### src/rtl/clock_pkg.sv
// Shared clock definitions: field widths, field limits and edit FSM encoding.
package clock_pkg;

    localparam int unsigned HOUR_W = 5;
    localparam int unsigned MIN_W  = 6;
    localparam int unsigned SEC_W  = 6;

    localparam logic [HOUR_W-1:0] MAX_HOUR = 5'd23;
    localparam logic [MIN_W-1:0]  MAX_MIN  = 6'd59;
    localparam logic [SEC_W-1:0]  MAX_SEC  = 6'd59;

    // Edit FSM encoding
    localparam logic [1:0] StIdle  = 2'd0;
    localparam logic [1:0] StEditH = 2'd1;
    localparam logic [1:0] StEditM = 2'd2;
    localparam logic [1:0] StEditS = 2'd3;

    // Blink mask {hour,min,sec}: only the field being edited follows the phase.
    function automatic logic [2:0] field_mask(input logic [1:0] st, input logic phase);
        logic [2:0] m;
        m = 3'b000;
        unique case (st)
            StEditH: m = {phase, 2'b00};
            StEditM: m = {1'b0, phase, 1'b0};
            StEditS: m = {2'b00, phase};
            default: m = 3'b000;
        endcase
        return m;
    endfunction

endpackage

### src/rtl/clock_time_setter_if.sv
// Panel/counter side signals of the time setter.
interface clock_time_setter_if;
    import clock_pkg::*;

    logic                btn_mode;
    logic                btn_inc;
    logic [HOUR_W-1:0]   cur_hour;
    logic [MIN_W-1:0]    cur_min;
    logic [SEC_W-1:0]    cur_sec;
    logic [HOUR_W-1:0]   set_hour;
    logic [MIN_W-1:0]    set_min;
    logic [SEC_W-1:0]    set_sec;
    logic                load;
    logic                editing;
    logic [2:0]          blink_mask;

    modport master (
        output btn_mode, btn_inc, cur_hour, cur_min, cur_sec,
        input  set_hour, set_min, set_sec, load, editing, blink_mask
    );

    modport slave (
        input  btn_mode, btn_inc, cur_hour, cur_min, cur_sec,
        output set_hour, set_min, set_sec, load, editing, blink_mask
    );

endinterface

### src/rtl/button_debouncer.sv
// Synchronises and debounces one active-low push-button; one pulse per press.
module button_debouncer #(
    parameter int unsigned DEBOUNCE_CYCLES = 500_000
) (
    input  logic clk,
    input  logic reset,
    input  logic btn_n,
    output logic pressed_level,
    output logic press_pulse
);

    localparam int unsigned CntW = (DEBOUNCE_CYCLES > 1) ? $clog2(DEBOUNCE_CYCLES) : 1;

    logic [1:0]      sync_q;
    logic [CntW-1:0] cnt_q, cnt_d;
    logic            level_q, level_d;
    logic            pulse_q;
    logic            sample_pressed;

    assign sample_pressed = ~sync_q[1];

    // Two-flop synchroniser, reset to the released level.
    always_ff @(posedge clk or negedge reset) begin
        if (!reset) sync_q <= 2'b11;
        else        sync_q <= {sync_q[0], btn_n};
    end

    // Count consecutive samples that disagree with the level; a matching sample restarts.
    always_comb begin
        level_d = level_q;
        cnt_d   = '0;
        if (sample_pressed != level_q) begin
            if (cnt_q == CntW'(DEBOUNCE_CYCLES - 1)) level_d = sample_pressed;
            else                                     cnt_d   = cnt_q + 1'b1;
        end
    end

    // Debounced level and released->pressed pulse.
    always_ff @(posedge clk or negedge reset) begin
        if (!reset) begin
            cnt_q   <= '0;
            level_q <= 1'b0;
            pulse_q <= 1'b0;
        end else begin
            cnt_q   <= cnt_d;
            level_q <= level_d;
            pulse_q <= level_d & ~level_q;
        end
    end

    assign pressed_level = level_q;
    assign press_pulse   = pulse_q;

endmodule

### src/rtl/clock_time_setter.sv
// Front-panel time entry: walks hour/minute/second edit fields and commits with a load strobe.
module clock_time_setter import clock_pkg::*; #(
    parameter int unsigned DEBOUNCE_CYCLES   = 500_000,
    parameter int unsigned TIMEOUT_CYCLES    = 1_500_000_000,
    parameter int unsigned BLINK_HALF_CYCLES = 12_500_000
) (
    input  logic                 clk,
    input  logic                 reset,
    clock_time_setter_if.slave   bus
);

    localparam int unsigned TmoW = (TIMEOUT_CYCLES > 1) ? $clog2(TIMEOUT_CYCLES) : 1;
    localparam int unsigned BlkW = (BLINK_HALF_CYCLES > 1) ? $clog2(BLINK_HALF_CYCLES) : 1;

    logic mode_ev, inc_ev, mode_lvl, inc_lvl, any_ev, timeout;
    logic unused_levels;

    logic [1:0]        state_q, state_d;
    logic [HOUR_W-1:0] hour_q, hour_d;
    logic [MIN_W-1:0]  min_q, min_d;
    logic [SEC_W-1:0]  sec_q, sec_d;
    logic              load_q, load_d;
    logic              editing_q, editing_d;
    logic [2:0]        mask_q, mask_d;
    logic [TmoW-1:0]   tmo_q, tmo_d;
    logic [BlkW-1:0]   blk_q, blk_d;
    logic              phase_q, phase_d;

    button_debouncer #(.DEBOUNCE_CYCLES(DEBOUNCE_CYCLES)) u_mode_db (
        .clk           (clk),
        .reset         (reset),
        .btn_n         (bus.btn_mode),
        .pressed_level (mode_lvl),
        .press_pulse   (mode_ev)
    );

    button_debouncer #(.DEBOUNCE_CYCLES(DEBOUNCE_CYCLES)) u_inc_db (
        .clk           (clk),
        .reset         (reset),
        .btn_n         (bus.btn_inc),
        .pressed_level (inc_lvl),
        .press_pulse   (inc_ev)
    );

    assign unused_levels = mode_lvl ^ inc_lvl;
    assign any_ev        = mode_ev | inc_ev;
    assign timeout       = (state_q != StIdle) && (tmo_q == TmoW'(TIMEOUT_CYCLES - 1));

    // Edit FSM and shadow fields; mode outranks inc, timeout abandons without load.
    always_comb begin
        state_d = state_q;
        hour_d  = hour_q;
        min_d   = min_q;
        sec_d   = sec_q;
        load_d  = 1'b0;
        if (timeout) begin
            state_d = StIdle;
        end else begin
            case (state_q)
                StIdle: begin
                    if (mode_ev) begin
                        state_d = StEditH;
                        hour_d  = bus.cur_hour;
                        min_d   = bus.cur_min;
                        sec_d   = bus.cur_sec;
                    end
                end
                StEditH: begin
                    if (mode_ev)     state_d = StEditM;
                    else if (inc_ev) hour_d  = (hour_q == MAX_HOUR) ? '0 : hour_q + 1'b1;
                end
                StEditM: begin
                    if (mode_ev)     state_d = StEditS;
                    else if (inc_ev) min_d   = (min_q == MAX_MIN) ? '0 : min_q + 1'b1;
                end
                default: begin
                    if (mode_ev) begin
                        state_d = StIdle;
                        load_d  = 1'b1;
                    end else if (inc_ev) begin
                        sec_d = (sec_q == MAX_SEC) ? '0 : sec_q + 1'b1;
                    end
                end
            endcase
        end
    end

    // Idle timer and blink phase; both restart on any press so the edit shows at once.
    always_comb begin
        tmo_d = (state_q == StIdle || any_ev) ? '0 : tmo_q + 1'b1;
        blk_d   = blk_q + 1'b1;
        phase_d = phase_q;
        if (any_ev) begin
            blk_d   = '0;
            phase_d = 1'b0;
        end else if (blk_q == BlkW'(BLINK_HALF_CYCLES - 1)) begin
            blk_d   = '0;
            phase_d = ~phase_q;
        end
        editing_d = (state_d != StIdle);
        mask_d    = field_mask(state_d, phase_d);
    end

    // State, shadow and registered outputs.
    always_ff @(posedge clk or negedge reset) begin
        if (!reset) begin
            state_q   <= StIdle;
            hour_q    <= '0;
            min_q     <= '0;
            sec_q     <= '0;
            load_q    <= 1'b0;
            editing_q <= 1'b0;
            mask_q    <= 3'b000;
            tmo_q     <= '0;
            blk_q     <= '0;
            phase_q   <= 1'b0;
        end else begin
            state_q   <= state_d;
            hour_q    <= hour_d;
            min_q     <= min_d;
            sec_q     <= sec_d;
            load_q    <= load_d;
            editing_q <= editing_d;
            mask_q    <= mask_d;
            tmo_q     <= tmo_d;
            blk_q     <= blk_d;
            phase_q   <= phase_d;
        end
    end

    assign bus.set_hour   = hour_q;
    assign bus.set_min    = min_q;
    assign bus.set_sec    = sec_q;
    assign bus.load       = load_q;
    assign bus.editing    = editing_q;
    assign bus.blink_mask = mask_q;

endmodule

### src/flat_wrapper.sv
// flat-port wrapper written by rule: the top's interface ports become plain ports
module clock_time_setter_flat import clock_pkg::*;
#(
    parameter int unsigned DEBOUNCE_CYCLES   = 500_000,
    parameter int unsigned TIMEOUT_CYCLES    = 1_500_000_000,
    parameter int unsigned BLINK_HALF_CYCLES = 12_500_000
)
  (clk, reset, bus_btn_mode, bus_btn_inc, bus_cur_hour, bus_cur_min, bus_cur_sec, bus_set_hour, bus_set_min, bus_set_sec, bus_load, bus_editing, bus_blink_mask);
  clock_time_setter_if bus_i ();
  input  logic clk;
  input  logic reset;
  input wire logic [$bits(bus_i.btn_mode)-1:0] bus_btn_mode;
  input wire logic [$bits(bus_i.btn_inc)-1:0] bus_btn_inc;
  input wire logic [$bits(bus_i.cur_hour)-1:0] bus_cur_hour;
  input wire logic [$bits(bus_i.cur_min)-1:0] bus_cur_min;
  input wire logic [$bits(bus_i.cur_sec)-1:0] bus_cur_sec;
  output wire logic [$bits(bus_i.set_hour)-1:0] bus_set_hour;
  output wire logic [$bits(bus_i.set_min)-1:0] bus_set_min;
  output wire logic [$bits(bus_i.set_sec)-1:0] bus_set_sec;
  output wire logic [$bits(bus_i.load)-1:0] bus_load;
  output wire logic [$bits(bus_i.editing)-1:0] bus_editing;
  output wire logic [$bits(bus_i.blink_mask)-1:0] bus_blink_mask;
  assign bus_i.btn_mode = bus_btn_mode;
  assign bus_i.btn_inc = bus_btn_inc;
  assign bus_i.cur_hour = bus_cur_hour;
  assign bus_i.cur_min = bus_cur_min;
  assign bus_i.cur_sec = bus_cur_sec;
  assign bus_set_hour = bus_i.set_hour;
  assign bus_set_min = bus_i.set_min;
  assign bus_set_sec = bus_i.set_sec;
  assign bus_load = bus_i.load;
  assign bus_editing = bus_i.editing;
  assign bus_blink_mask = bus_i.blink_mask;
  clock_time_setter #(.DEBOUNCE_CYCLES(DEBOUNCE_CYCLES), .TIMEOUT_CYCLES(TIMEOUT_CYCLES), .BLINK_HALF_CYCLES(BLINK_HALF_CYCLES)) u_core (.clk(clk), .reset(reset), .bus(bus_i));
endmodule
### config.mk
export PLATFORM = sky130hd
export DESIGN_NAME = clock_time_setter_flat
export DESIGN_NICKNAME = d
export VERILOG_FILES = /design/src/rtl/clock_pkg.sv /design/src/rtl/clock_time_setter_if.sv /design/src/rtl/button_debouncer.sv /design/src/rtl/clock_time_setter.sv /design/src/flat_wrapper.sv
export SDC_FILE = /design/constraint.sdc
export NUM_CORES = 1
export LEC_CHECK = 0
export BUFFER_PORTS_ARGS = -buffer_cell sky130_fd_sc_hd__buf_2
export CAP_MARGIN = 15
export CORE_MARGIN = 2
export CORE_UTILIZATION = 25
export CTS_CLUSTER_DIAMETER = 150
export DETAILED_ROUTE_END_ITERATION = 10
export PLACE_DENSITY = 0.49
export SYNTH_ARGS = -nofsm -noshare
export SYNTH_HDL_FRONTEND = slang
export SYNTH_SLANG_ARGS = --single-unit
export TNS_END_PERCENT = 1
### constraint.sdc
create_clock -name clk -period 1.8 [get_ports clk]
set_input_delay 0.18 -clock clk [delete_from_list [all_inputs] [get_ports clk]]
set_output_delay 0.18 -clock clk [all_outputs]
set_load 0.1 [all_outputs]
# --- After elaboration in Yosys (flattened, before gate mapping) ---
# Cells that the tools add are included.
op_classes:
  n_div: 0
  addsub: 7
  eq_ne: 20
  mul: 0
  n_bitwise: 10
  n_reduce_logical: 13
  order_cmp: 0
  mux: 38
  shift: 0
op_table:
  columns: ["op", "n"]
  rows:
  - ["two-way mux 19 bit", 4]
  - ["two-way mux 24 bit", 2]
  - ["two-way mux 6 bit", 8]
  - ["adder 19 x 1 -> 19 bit, second input constant", 2]
  - ["equality test 19 bit, second input constant", 2]
  - ["adder 31 x 1 -> 31 bit, second input constant", 1]
  - ["equality test 31 bit, second input constant", 1]
  - ["two-way mux 31 bit", 1]
  - ["adder 24 x 1 -> 24 bit, second input constant", 1]
  - ["equality test 24 bit, second input constant", 1]
  - ["case mux 6 bit (2 select lines)", 2]
  - ["two-way mux 5 bit", 4]
  - ["AND reduction 5 bit", 3]
  - ["adder 6 x 1 -> 6 bit, second input constant", 2]
  - ["equality test 6 bit, second input constant", 2]
  - ["two-way mux 2 bit", 5]
  - ["!= test 2 bit, second input constant", 5]
  - ["case mux 5 bit (2 select lines)", 1]
  - ["nonzero test 2 bit", 5]
  - ["two-way mux 1 bit", 9]
  - ["case mux 3 bit (3 select lines)", 1]
  - ["NOT 1 bit", 7]
  - ["equality test 2 bit, second input constant", 3]
  - ["case mux 2 bit (3 select lines)", 1]
  - ["other kinds (12)", 15]
totals:
  n_memories: 0
  reg_bits: 126
  mem_bits_rw: 0
  latchBits: 0
  rom_bits: 0
  in_bits: 21

# --- Logic depth before layout (Yosys ltp) ---
# Gate-level depths: netlist of run 1.
depth:
  depth_word: 5
  mapped_depth: 9

# --- Cells and area by module ---
# From an unflattened synthesis of run 1, not the netlist that was laid out.
hier_totals:
  cells_unflattened: 671
  area_unflattened_um2: 6511.2
by_module_without_submodules:
  columns: ["module", "instances", "seq_area_each_um2", "cells_each", "area_each_um2"]
  rows:
  - ["clock_time_setter", 1, 2001.9, 449, 4284.1]
  - ["button_debouncer", 2, 578.1, 111, 1113.6]

# --- Worst setup path before layout of run 1 ---
# Ideal clock, no wire load.
synth_timing:
  path_type: "reg-to-reg"
  start: "reg u_core.min_q[0] (netlist: u_core.bus.set_min[0])"
  end: "reg u_core.min_q[2] (netlist: u_core.bus.set_min[2])"
  n_path_buf: 0
  slack_ns: -0.343
  arrival_time_ns: 2.011
  stages_incl_launch_ff: 7
  period_less_slack_ns: 2.143
  required_time_ns: 1.668
  path_cell_list: "dfrtp_1 -> ha_1 -> nand3b_1 -> o21ai_0 -> nor3b_1 -> a21oi_1 -> o21ai_0"
synth_via:
  elab_chain_cells: 5
  elab_cells_between_ends: 6
synth_rtl:
  columns: ["item", "line", "rtl"]
  rows:
  - ["from (decl)", "clock_time_setter.sv:20", "logic [MIN_W-1:0] min_q, min_d;"]
  - ["from (signal assigned)", "clock_time_setter.sv:120", "min_q <= min_d;"]
  - ["adder 6 x 1 -> 6 bit / equality test 6 bit (equally long branches)", "clock_time_setter.sv:74", "else if (inc_ev) min_d = (min_q == MAX_MIN) ? '0 : min_q + 1'b1;"]
  - ["two-way mux 6 bit (*) (2 in series)", "clock_time_setter.sv:74", null]
  - ["two-way mux 6 bit (*)", "clock_time_setter.sv:73", "if (mode_ev) state_d = StEditS;"]
  - ["case mux 6 bit (2 select lines) (*)", "clock_time_setter.sv:59", "case (state_q)"]
# Every way passes the cells marked *; elsewhere a longest branch is shown, timed or not. The select of a mux whose other input is x is not followed.
# A chain may end at the register's enable or synchronous reset.

# --- Worst setup path after layout of run 1 ---
layout_timing:
  start: "reg u_core.tmo_q[1]"
  end: "reg u_core.mask_q[2] (netlist: u_core.bus.blink_mask[2])"
layout_via:
  elab_chain_cells: 5
  elab_cells_between_ends: 7
layout_rtl:
  columns: ["item", "line", "rtl"]
  rows:
  - ["from (decl)", "clock_time_setter.sv:25", "logic [TmoW-1:0] tmo_q, tmo_d;"]
  - ["from (signal assigned)", "clock_time_setter.sv:125", "tmo_q <= tmo_d;"]
  - ["equality test 31 bit (*)", "clock_time_setter.sv:47", "assign timeout = (state_q != StIdle) && (tmo_q == TmoW'(TIMEOUT_CYCLES - 1));"]
  - ["logical AND 1 bit (*)", "clock_time_setter.sv:47", null]
  - ["two-way mux 2 bit (*)", "clock_time_setter.sv:56", "if (timeout) begin"]
  - ["net u_core.state_d[0]", "clock_time_setter.sv:18", "logic [1:0] state_q, state_d;"]
  - ["equality test 2 bit / equality test 2 x 1 -> 1 bit (equally long branches)", "clock_pkg.sv:22", "unique case (st)"]
  - ["case mux 3 bit (3 select lines) (*)", "clock_pkg.sv:22", null]
  - ["net u_core.mask_d[2]", "clock_time_setter.sv:24", "logic [2:0] mask_q, mask_d;"]
  - ["to (signal assigned)", "clock_time_setter.sv:124", "mask_q <= mask_d;"]
  - ["to (decl)", "clock_time_setter.sv:24", null]
# Mark *: on every way through the listed nets, which the timed path passes. The rest lies on a longest branch.

==> results.ini, run 1 <==
[power_and_ir_drop]
powerDensity_nw_per_um2=794
vdd_drop_max_mv=0.514
p_leak_nw=3.51

[synth]
ys_seq_elements=126
ys_types=53
syn_nets=695
synth_warnings=0
synthCells=662
synth_area_leaders=dfrtp_1 (48%), nor2_1 (7.6%), xnor2_1 (6.7%)
synth_top_area_share_pct=48.4
synth.most_common_cell=nor2_1
async_reset_ff_share_pct=100
seq_area_frac_synth_pct=50.0
yosysTopAreaCell=dfrtp_1
synth-edff-count=0
syn_area_um2=6310
synth_ff_type=dfrtp_1
synth_common_cells=nor2_1 (127), dfrtp_1 (122), xnor2_1 (48), nand2_1 (43), xor2_1 (37)
syn_area_per_cell_um2=9.54

[sta]
finalCritPeriodShare_pct=103
fin_worst_skew_ns=0.0107
setup_viol=6
slew-limit-headroom_pct=65.1
hold_violations=0
worst_slack_ns=-0.0595
post-route-min-period_ns=1.86
rsz0062_at_grt=true
worst_pin_slew_ns=0.518
report.final.slew_viol_count=0
clock.fmax_mhz=538

[cts]
numCtsBuffers=17
clkTransAtPathRegs_ns=0.06
insertion_delay_ns=0.42
htree_levels=4
cts_sinks=126
cts_root_buf=clkbuf_16
clockBufferDepth=2
cts_tree=built

[floorplan]
die-width_um=163
start_util_pct=25.3
rows=58
die_y_um=163
die_area_um2=26500
core_area_um2=25000
ios=43

[critical_path]
end_kind=flop
r2r_setup_slack_ns=-0.06
startpoint_type=flop
r2r_end=u_core.bus.blink_mask[2]$_DFF_PN0_
worstSetupPathType=flop to flop
crit_required_ns=2.08
crit_arrival_ns=2.14
r2r-start=u_core.tmo_q[1]$_DFF_PN0_
cp_max_fo=5
rr_worst_depth=6

[place]
dp_slack_ns=-0.0756
portBuffers=42
gp_congestion=0.776
place_area_um2=7600
hpwl_mm=10.0

[global_route]
grt_pass1_wl_mm=24.2
grt_overflow=0
grt_max_degree=44
antenna_found_initial=0
grt_pass1_vias=4833
track_usage_pct=11.5

[detailed_routing]
via_per_inst=4.40
drt-initial-drc-count=288
first_pass_iters=4
routed_wl_mm=14.4
dr_total_vias=4982
drcViolationCount=0
ant_nets=0
wl_per_cell_um=12.7

[outcome]
status=finished with violations
failed_checks=setup timing

[finish]
fillers=2583
fin_util_pct=33.8
fin_nets=821
final_design_area_no_fill_um2=8440
syn_to_final_growth_pct=33.7
drive_gt1_share_pct=27.1
antennaDiodeCount=0

[run]
max_cap_violations=0

[hold_path]
worstHoldStart=bus_cur_sec[4]
hold_path_class=primary input to flop
holdPathStages=3
whs_endpoint=u_core.bus.set_sec[4]$_DFFE_PN0P_

per-layer routing:
metal / GRT usage, % / wire length [um]
met2: 16.8 / 6120
met1: 16.3 / 7580
met5: 0 / 0
met4: 4.06 / 160
met3: 2.93 / 511
worst max-delay path, cell delays in order, from the launching register on:
cell	delay (ns)
dfrtp_1	0.38
ha_4	0.16
nand3_4	0.08
or4_4	0.53
or2_4	0.28
and2_4	0.16
nor4b_1	0.13
per-stage QoR:
step	hold WS [ns]	TNS [ns]	std cells	total power, mW
after floorplan	-0.116	-0.562	662	2.96
after global placement	0.144	-0.470	1095	3.09
after detailed placement	0.142	-0.912	1095	3.09
after CTS	0.0262	-0.247	1131	6.81
after global routing	0.0526	-1.94	1131	6.97
final	0.0491	-0.199	1131	6.70
registers in the layout, indices dropped and copies added, names as in the netlist:
register and flops:
u_core.bus.editing 1, u_core.bus.load 1, u_core.u_inc_db.press_pulse 1, u_core.tmo_q 31
u_core.u_mode_db.press_pulse 1, u_core.state_q 2, u_core.blk_q 24, u_core.bus.set_hour 5
u_core.u_inc_db.sync_q 2, u_core.u_inc_db.pressed_level 1, u_core.u_mode_db.sync_q 2, u_core.bus.set_sec 6
u_core.u_inc_db.cnt_q 19, u_core.phase_q 1, u_core.bus.set_min 6, u_core.u_mode_db.cnt_q 19
u_core.bus.blink_mask 3, u_core.u_mode_db.pressed_level 1
how the worst max path moves through the flow:
stage | cells after the start | startpoint | to | slack (ns)
detailed placement | 8 | u_core.state_q[1]$_DFF_PN0_ | u_core.bus.set_sec[2]$_DFFE_PN0P_ | -0.08
CTS | 6 | u_core.tmo_q[1]$_DFF_PN0_ | u_core.bus.blink_mask[2]$_DFF_PN0_ | -0.04
global route | 6 | u_core.blk_q[9]$_DFF_PN0_ | u_core.bus.blink_mask[2]$_DFF_PN0_ | -0.14
finish | 6 | u_core.tmo_q[1]$_DFF_PN0_ | u_core.bus.blink_mask[2]$_DFF_PN0_ | -0.06
floorplan | 7 | u_core.tmo_q[0]$_DFF_PN0_ | u_core.bus.set_hour[2]$_DFFE_PN0P_ | -0.07
global placement | 5 | u_core.tmo_q[8]$_DFF_PN0_ | u_core.bus.blink_mask[2]$_DFF_PN0_ | -0.06
cell families after synthesis:
group                      after synthesis  synth area share [%]
xor gates and xnor gates                85                  11.8
adders and majority gates               12                  2.38
muxes                                    5                 0.793
buffers and inverters                   43                  2.91
and+or+nand+nor                        331                  26.6
AOI/OAI and AO/OA                       60                  5.49
DFF                                    126                  50.0
where the power goes:
| group | internal (mW) | total, mW | switching [mW] |
|---|---|---|---|
| sequential | 2.85 | 2.87 | 0.0136 |
| combinational | 0.0691 | 0.172 | 0.103 |
| clock | 2.40 | 3.66 | 1.26 |
layout make-up:
type                            count  area, um^2  area share, %
Inverter                           19        71.3          0.845
Multi-Input combinational cell    493        3170           37.5
Timing Repair Buffer              131         983           11.7
Clock buffer                       23         508           6.02
Tap cell                          330         413           4.89
Sequential cell                   126        3170           37.5
Clock inverter                      9         130           1.54
placed cells by master (no fill, tap or decap), drive strengths merged, types with 19 or more instances in the layout:
cell	instances
nand2	43
xor2	37
nor3	21
nand3	34
nor2	127
buf	128
o21ai	27
inv	19
clkbuf	23
nand4	21
dfrtp	122
xnor2	48
timing repair:
item,in CTS,in global routing
endpoints found under the hold margin,39,0
cloned,0,0
endpoints found under the setup margin,43,61
hold buffers,3,0
gates resized for setup,13,24
pin swaps,2,6
setup buffers,1,0
(Power assumes the default switching activity.)
==> inputs of run 2 (changes only) <==
--- a/config.mk
+++ b/config.mk
@@ -8,10 +8,11 @@
 export BUFFER_PORTS_ARGS = -buffer_cell sky130_fd_sc_hd__buf_2
 export CAP_MARGIN = 15
 export CORE_MARGIN = 2
-export CORE_UTILIZATION = 25
+export CORE_UTILIZATION = 30
 export CTS_CLUSTER_DIAMETER = 150
 export DETAILED_ROUTE_END_ITERATION = 10
-export PLACE_DENSITY = 0.49
+export PLACE_DENSITY = 0.55
+export SLEW_MARGIN = 20
 export SYNTH_ARGS = -nofsm -noshare
 export SYNTH_HDL_FRONTEND = slang
 export SYNTH_SLANG_ARGS = --single-unit
==> run 2 against run 1 <==
  * The flow still finishes with violations (setup timing)
  * Via count shrank 0.50%
  * Largest power group unchanged
  * Combinational power shrank 3%
  * Setup slack lost 0.0028 ns
  * Sequential share of layout area grew 0.42 points
  * Global-route usage grew 2.0 points
  * Routed wire length shrank 4.3%
  * First-iteration DRC count shrank 24%
  * Total power shrank 0.81%
  * Critical path depth is the same
  * Hold slack is essentially flat
==> results.ini, run 2 (synthesis results as in run 1) <==
[outcome]
status=finished with violations
failed_checks=setup timing

[detailed_routing]
wl_met2_mm=6.16  ; +0.78%
drt-met1-wl_mm=6.93  ; -8.6%
first_pass_iters=4  ; unchanged
drt-initial-drc-count=219  ; -24%
dr_total_vias=4957  ; -0.50%
top_layer_used=met4
routed_wl_mm=13.8  ; -4.3%
wl_per_cell_um=12.8  ; +0.60%
route.met3.wl_um=543  ; +6.3%
drcViolationCount=0  ; unchanged
via_per_inst=4.61  ; +4.6%
ant_nets=0  ; unchanged

[cts]
clkTransAtPathRegs_ns=0.06  ; about the same
cts_sinks=126  ; unchanged
cts_root_buf=clkbuf_16
cts_setup_buffers=0  ; -1
cts_tree=built
numCtsBuffers=17  ; unchanged
insertion_delay_ns=0.42  ; about the same
htree_levels=4  ; unchanged
clockBufferDepth=2  ; unchanged

[place]
gp_congestion=0.790  ; +1.8%
hpwl_mm=9.52  ; -5.2%
portBuffers=42  ; unchanged
dpl.cell_count=1041  ; -4.9%
place_area_um2=7500  ; -1.3%

[floorplan]
die_y_um=149  ; -8.5%
die_area_um2=22200  ; -16%
die-width_um=149  ; -8.5%
start_util_pct=30.3  ; +5.0 points
rows=53  ; -8.6%
core_area_um2=20800  ; -17%
ios=43  ; unchanged

[finish]
antennaDiodeCount=0  ; unchanged
top_regs=u_core.tmo_q (31), u_core.blk_q (24)
fin_cells=1076  ; -4.9%
layout_commonest_cell=nor2_1
fin_util_pct=40.1  ; +6.3 points
drive_gt1_share_pct=27.3  ; +0.25 points
max_flop_register=u_core.tmo_q
largest_register_ffs=31  ; unchanged
mostFrequentLayoutCells=nor2_1 (127), dfrtp_1 (114), buf_4 (80)
fin_nets=821  ; unchanged
syn_to_final_growth_pct=32.2
final_design_area_no_fill_um2=8350  ; -1.1%

[sta]
setup_viol=4  ; -2
slew-limit-headroom_pct=62.7  ; -2.4 points
worst_slack_ns=-0.0624  ; -0.00285 ns
post-route-min-period_ns=1.86  ; +0.00285 ns
clock.fmax_mhz=537  ; -0.15%
finalCritPeriodShare_pct=103  ; +0.16 points
hold_violations=0  ; unchanged
hold_slack_ns=0.0489  ; -0.000232 ns
report.final.slew_viol_count=0  ; unchanged
worst_pin_slew_ns=0.553  ; +0.0354 ns
rsz0062_at_grt=true
fin_worst_skew_ns=0.0120  ; +0.00127 ns

[power_and_ir_drop]
p_comb_share_pct=2.5  ; about the same
finalPower_mw=6.64  ; -0.81%
power_switching_share_pct=21.2  ; +0.60 points
sequentialPowerShare_pct=43.1  ; +0.3 points
p_leak_nw=3.49  ; -0.68%
powerDensity_nw_per_um2=796  ; +0.29%
power_switching_mw=1.41  ; +2.1%
pwr-share-clk_pct=54.4  ; -0.2 points
p_int_mw=5.24  ; -1.6%
vdd_drop_max_mv=0.662  ; +29%

[critical_path]
r2r-start=u_core.tmo_q[0]$_DFF_PN0_
critPathLaunch=u_core.tmo_q[0]$_DFF_PN0_
r2r_setup_slack_ns=-0.06  ; about the same
worstSetupPathType=flop to flop
crit_arrival_ns=2.14  ; about the same
startpoint_type=flop
r2r_end=u_core.bus.blink_mask[1]$_DFF_PN0_
rr_worst_depth=6  ; unchanged
crit_required_ns=2.08  ; about the same
cp_max_fo=5  ; unchanged
endpoint=u_core.bus.blink_mask[1]$_DFF_PN0_
end_kind=flop

[global_route]
grt_pass1_vias=4957  ; +2.6%
grt_overflow=0  ; unchanged
track_usage_pct=13.5  ; +2.0 points
antenna_found_initial=0  ; unchanged
grt_pass1_wl_mm=24.2  ; -0.26%
grt_max_degree=48  ; +9.1%

[hold_path]
hold_path_class=primary input to flop
worstHoldStart=bus_cur_sec[0]

[run]
max_cap_violations=0  ; unchanged

run 2: through the flow:
step | setup WS [ns] | TNS [ns]
2_1_floorplan | -0.0671 | -0.562
3_3_place_gp | -0.0521 | -0.250
3_5_place_dp | -0.0979 | -0.504
4_1_cts | -0.0800 | -0.486
5_1_grt | -0.154 | -2.03
6_report | -0.0624 | -0.193
run 2: final cells by class:
type,count,area (um^2)
timing repair buffer,131,950
clock inverter,14,193
sequential,126,3170
multi-input combinational,493,3190
inverter,19,71.3
fill,2078,12500
tap,275,344
clock buffer,18,429
run 2: worst max-delay path, stage by stage (launching register included):
cell     delay, ns
dfrtp_1       0.39
ha_4          0.16
nand3_4       0.07
or4_4         0.53
or2_4         0.30
and2_4        0.14
nor4b_1       0.13
run 2: worst min path at each step:
stage	to	cells past startpoint	slack [ns]
after floorplan	u_core.blk_q[0]$_DFF_PN0_	0	-0.12
after global placement	u_core.u_inc_db.cnt_q[10]$_DFF_PN0_	1	0.15
after detailed placement	u_core.u_inc_db.cnt_q[8]$_DFF_PN0_	1	0.15
after CTS	u_core.bus.set_min[4]$_DFFE_PN0P_	3	0.02
after global routing	u_core.bus.set_min[2]$_DFFE_PN0P_	3	0.05
final	u_core.bus.set_sec[0]$_DFFE_PN0P_	3	0.05
run 2: what timing repair did:
| action | 4_1_cts | 5_1_grt |
|---|---|---|
| hold buffers | 3 | 0 |
| setup endpoints to repair | 18 | 69 |
| pin swaps | 4 | 12 |
| resized for setup | 14 | 29 |
| endpoints found under the hold margin | 41 | 0 |
run 2: layer usage:
metal / up-vias / track usage (%)
li1: 2529 / -
met1: 2351 / 19.0
met2: 67 / 20.3
met3: 10 / 3.73
met4: 0 / 4.00
met5: - / 0
run 2: power by group through the flow:
stage	clock network (mW)	registers, mW	logic, mW
global placement	0	2.92	0.167
finish	3.61	2.87	0.166
global route	3.84	2.87	0.193
floorplan	0	2.92	0.0457
detailed placement	0	2.92	0.168
CTS	3.71	2.87	0.173
==> inputs of run 3 (changes only) <==
==> constraint.sdc (replaced) <==
create_clock -name clk -period 1.5 [get_ports clk]
set_input_delay 0.15 -clock clk [delete_from_list [all_inputs] [get_ports clk]]
set_output_delay 0.15 -clock clk [all_outputs]
set_load 0.1 [all_outputs]
==> run 3 against run 2 <==
  * Clock-buffer cell count rose by 5
  * Register-to-register slack worse by 0.34 ns
  * Largest cell class unchanged
  * Clock power up 12%
  * Critical path type unchanged
  * Final cell count grew 7.2%
  * Clock skew decreased by 0.0022 ns
  * Cell area grew 10%
  * Highest routed layer unchanged
  * First-iteration DRC count grew 10%
  * The run still ends with setup timing left
==> results.ini, run 3 (synthesis results as in run 1) <==
[sta]
clock.fmax_mhz=525  ; -2.2%
setup_viol=91  ; +87
report.final.slew_viol_count=0  ; unchanged
slew-limit-headroom_pct=65.6  ; +2.9 points
hold_violations=0  ; unchanged
worst_pin_slew_ns=0.519  ; -0.0343 ns
fin_worst_skew_ns=0.00972  ; -0.00224 ns
finalCritPeriodShare_pct=127  ; +23 points
post-route-min-period_ns=1.90  ; +0.0409 ns
worst_slack_ns=-0.403  ; -0.341 ns
rsz0062_at_grt=true

[critical_path]
cp_top_family=simple AND/OR/NAND/NOR gates
critical-path-slowest-cell=or4_4
worstSetupPathType=flop to flop
slowest_delay_ns=0.55  ; +0.02 ns
crit_required_ns=1.79  ; -0.29 ns
crit_arrival_ns=2.19  ; +0.05 ns
end_kind=flop
startpoint_type=flop
crit_chain=ha_4 -> nand3_4 -> or4_4 -> or2_4 -> and2_4 -> nor4b_4
cp_max_fo=5  ; unchanged
timing.critical_path.buf_inv=0  ; unchanged

[global_route]
grt_pass1_vias=5205  ; +5.0%
gr-usage-met2_pct=22.0  ; +1.6 points
grt_overflow=0  ; unchanged
grtUsageMet3_pct=2.91  ; -0.83 points
track_usage_pct=14.2  ; +0.72 points
met1_usage_pct=20.0  ; +1.0 points
grt_max_degree=41  ; -15%
grt_pass1_wl_mm=25.3  ; +4.9%
antenna_found_initial=0  ; unchanged
top_usage_layer=met2

[floorplan]
die-width_um=149  ; unchanged
rows=53  ; unchanged
die_y_um=149  ; unchanged
core_area_um2=20800  ; unchanged
die_area_um2=22200  ; unchanged
start_util_pct=30.3  ; unchanged
ios=43  ; unchanged

[finish]
largest_register_ffs=31  ; unchanged
final_design_area_no_fill_um2=9200  ; +10%
fin_nets=899  ; +9.5%
antennaDiodeCount=0  ; unchanged
max_flop_register=u_core.tmo_q
layout_commonest_cell=buf_4
mostFrequentLayoutCells=buf_4 (146), nor2_1 (122), dfrtp_1 (114)
drive_gt1_share_pct=37.3  ; +10 points
fin_cells=1154  ; +7.2%
fillers=1997  ; -3.9%
top_regs=u_core.tmo_q (31), u_core.blk_q (24)
syn_to_final_growth_pct=45.7

[cts]
clkTransAtPathRegs_ns=0.06  ; about the same
cts_root_buf=clkbuf_16
htree_levels=4  ; unchanged
insertion_delay_ns=0.42  ; about the same
clockBufferDepth=2  ; unchanged
numCtsBuffers=17  ; unchanged
cts_sinks=126  ; unchanged
cts_tree=built

[power_and_ir_drop]
p_comb_share_pct=3.0  ; +0.5 points
vdd_drop_max_mv=0.832  ; +26%
p_leak_nw=3.91  ; +12%
powerDensity_nw_per_um2=837  ; +5.2%
p_int_mw=6.06  ; +16%
sequentialPowerShare_pct=44.6  ; +1.5 points
pwr-share-clk_pct=52.3  ; -2.1 points
power_switching_mw=1.64  ; +17%
power_switching_share_pct=21.3  ; +0.16 points

[outcome]
status=finished with violations
failed_checks=setup timing

[run]
max_cap_violations=0  ; unchanged

[place]
dpl.cell_count=1111  ; +6.7%
hpwl_mm=10.3  ; +7.8%
portBuffers=42  ; unchanged
gp_congestion=0.783  ; -0.92%
dp_slack_ns=-0.378  ; -0.280 ns
place_area_um2=8060  ; +7.5%

[detailed_routing]
via_per_inst=4.59  ; -0.46%
ant_nets=0  ; unchanged
dr_total_vias=5292  ; +6.8%
drt-initial-drc-count=241  ; +10%
drcViolationCount=0  ; unchanged
routed_wl_mm=15.0  ; +9.2%
wl_per_cell_um=13.0  ; +1.8%
first_pass_iters=5  ; +1

[hold_path]
hold_path_class=primary input to flop

run 3: worst paths after layout:
path / end / slack (ns) / cells after the start / from
worst max register to register: u_core.bus.blink_mask[2]$_DFF_PN0_ / -0.40 / 6 / u_core.tmo_q[0]$_DFF_PN0_
min in group asynchronous: u_core.u_inc_db.cnt_q[15]$_DFF_PN0_ / 0.23 / 2 / reset
worst min register to register: u_core.u_mode_db.sync_q[1]$_DFF_PN1_ / 0.36 / 0 / u_core.u_mode_db.sync_q[0]$_DFF_PN1_
max in group asynchronous: u_core.u_mode_db.sync_q[0]$_DFF_PN1_ / 0.67 / 3 / reset
worst min-delay path: u_core.bus.set_sec[0]$_DFFE_PN0P_ / 0.005 / 3 / bus_cur_sec[0]
worst max-delay path: u_core.bus.blink_mask[2]$_DFF_PN0_ / -0.40 / 6 / u_core.tmo_q[0]$_DFF_PN0_
run 3: through the flow:
stage	TNS, ns	utilization, %	hold slack (ns)	power [mW]
3_3_place_gp	-20.43	38.7	0.102	3.72
5_1_grt	-27.50	44.2	0.0154	8.00
4_1_cts	-15.38	43.1	0.00288	7.83
6_report	-16.89	44.2	0.00453	7.70
2_1_floorplan	-20.87	-	-0.146	3.55
3_5_place_dp	-22.68	38.7	0.105	3.73
run 3: worst reg2reg max path: stages (launching register included):
cell     delay (ns)
dfrtp_1        0.40
ha_4           0.17
nand3_4        0.07
or4_4          0.55
or2_4          0.30
and2_4         0.17
nor4b_4        0.12
run 3: cell type report:
cell class	instances	area [um^2]	area share, %
clock inverter	9	110	1.20
tap	275	344	3.74
clock buffer	23	468	5.09
sequential	126	3170	34.4
multi-input combinational	493	3410	37.1
inverter	19	71.3	0.775
timing repair buffer	209	1630	17.7
run 3: timing repair:
action	4_1_cts	5_1_grt
gates cloned	2	0
pin swaps	26	16
hold buffers	4	0
endpoints found under the hold margin	55	0
setup endpoints to repair	106	112
gates resized for setup	64	46
buffers inserted	2	3
run 3: routing by layer:
metal  wire length [um]  part of all wire (%)
met5                  0                     0
met4                191                   1.3
met3                434                   2.9
met2               6890                    46
met1               7500                    50
run 3: power by group through the flow:
stage          combinational (mW)  clock (mW)  sequential (mW)
2_1_floorplan              0.0549           0             3.50
3_3_place_gp                0.230           0             3.49
3_5_place_dp                0.231           0             3.50
4_1_cts                     0.241        4.15             3.44
5_1_grt                     0.267        4.29             3.44
6_report                    0.233        4.03             3.44
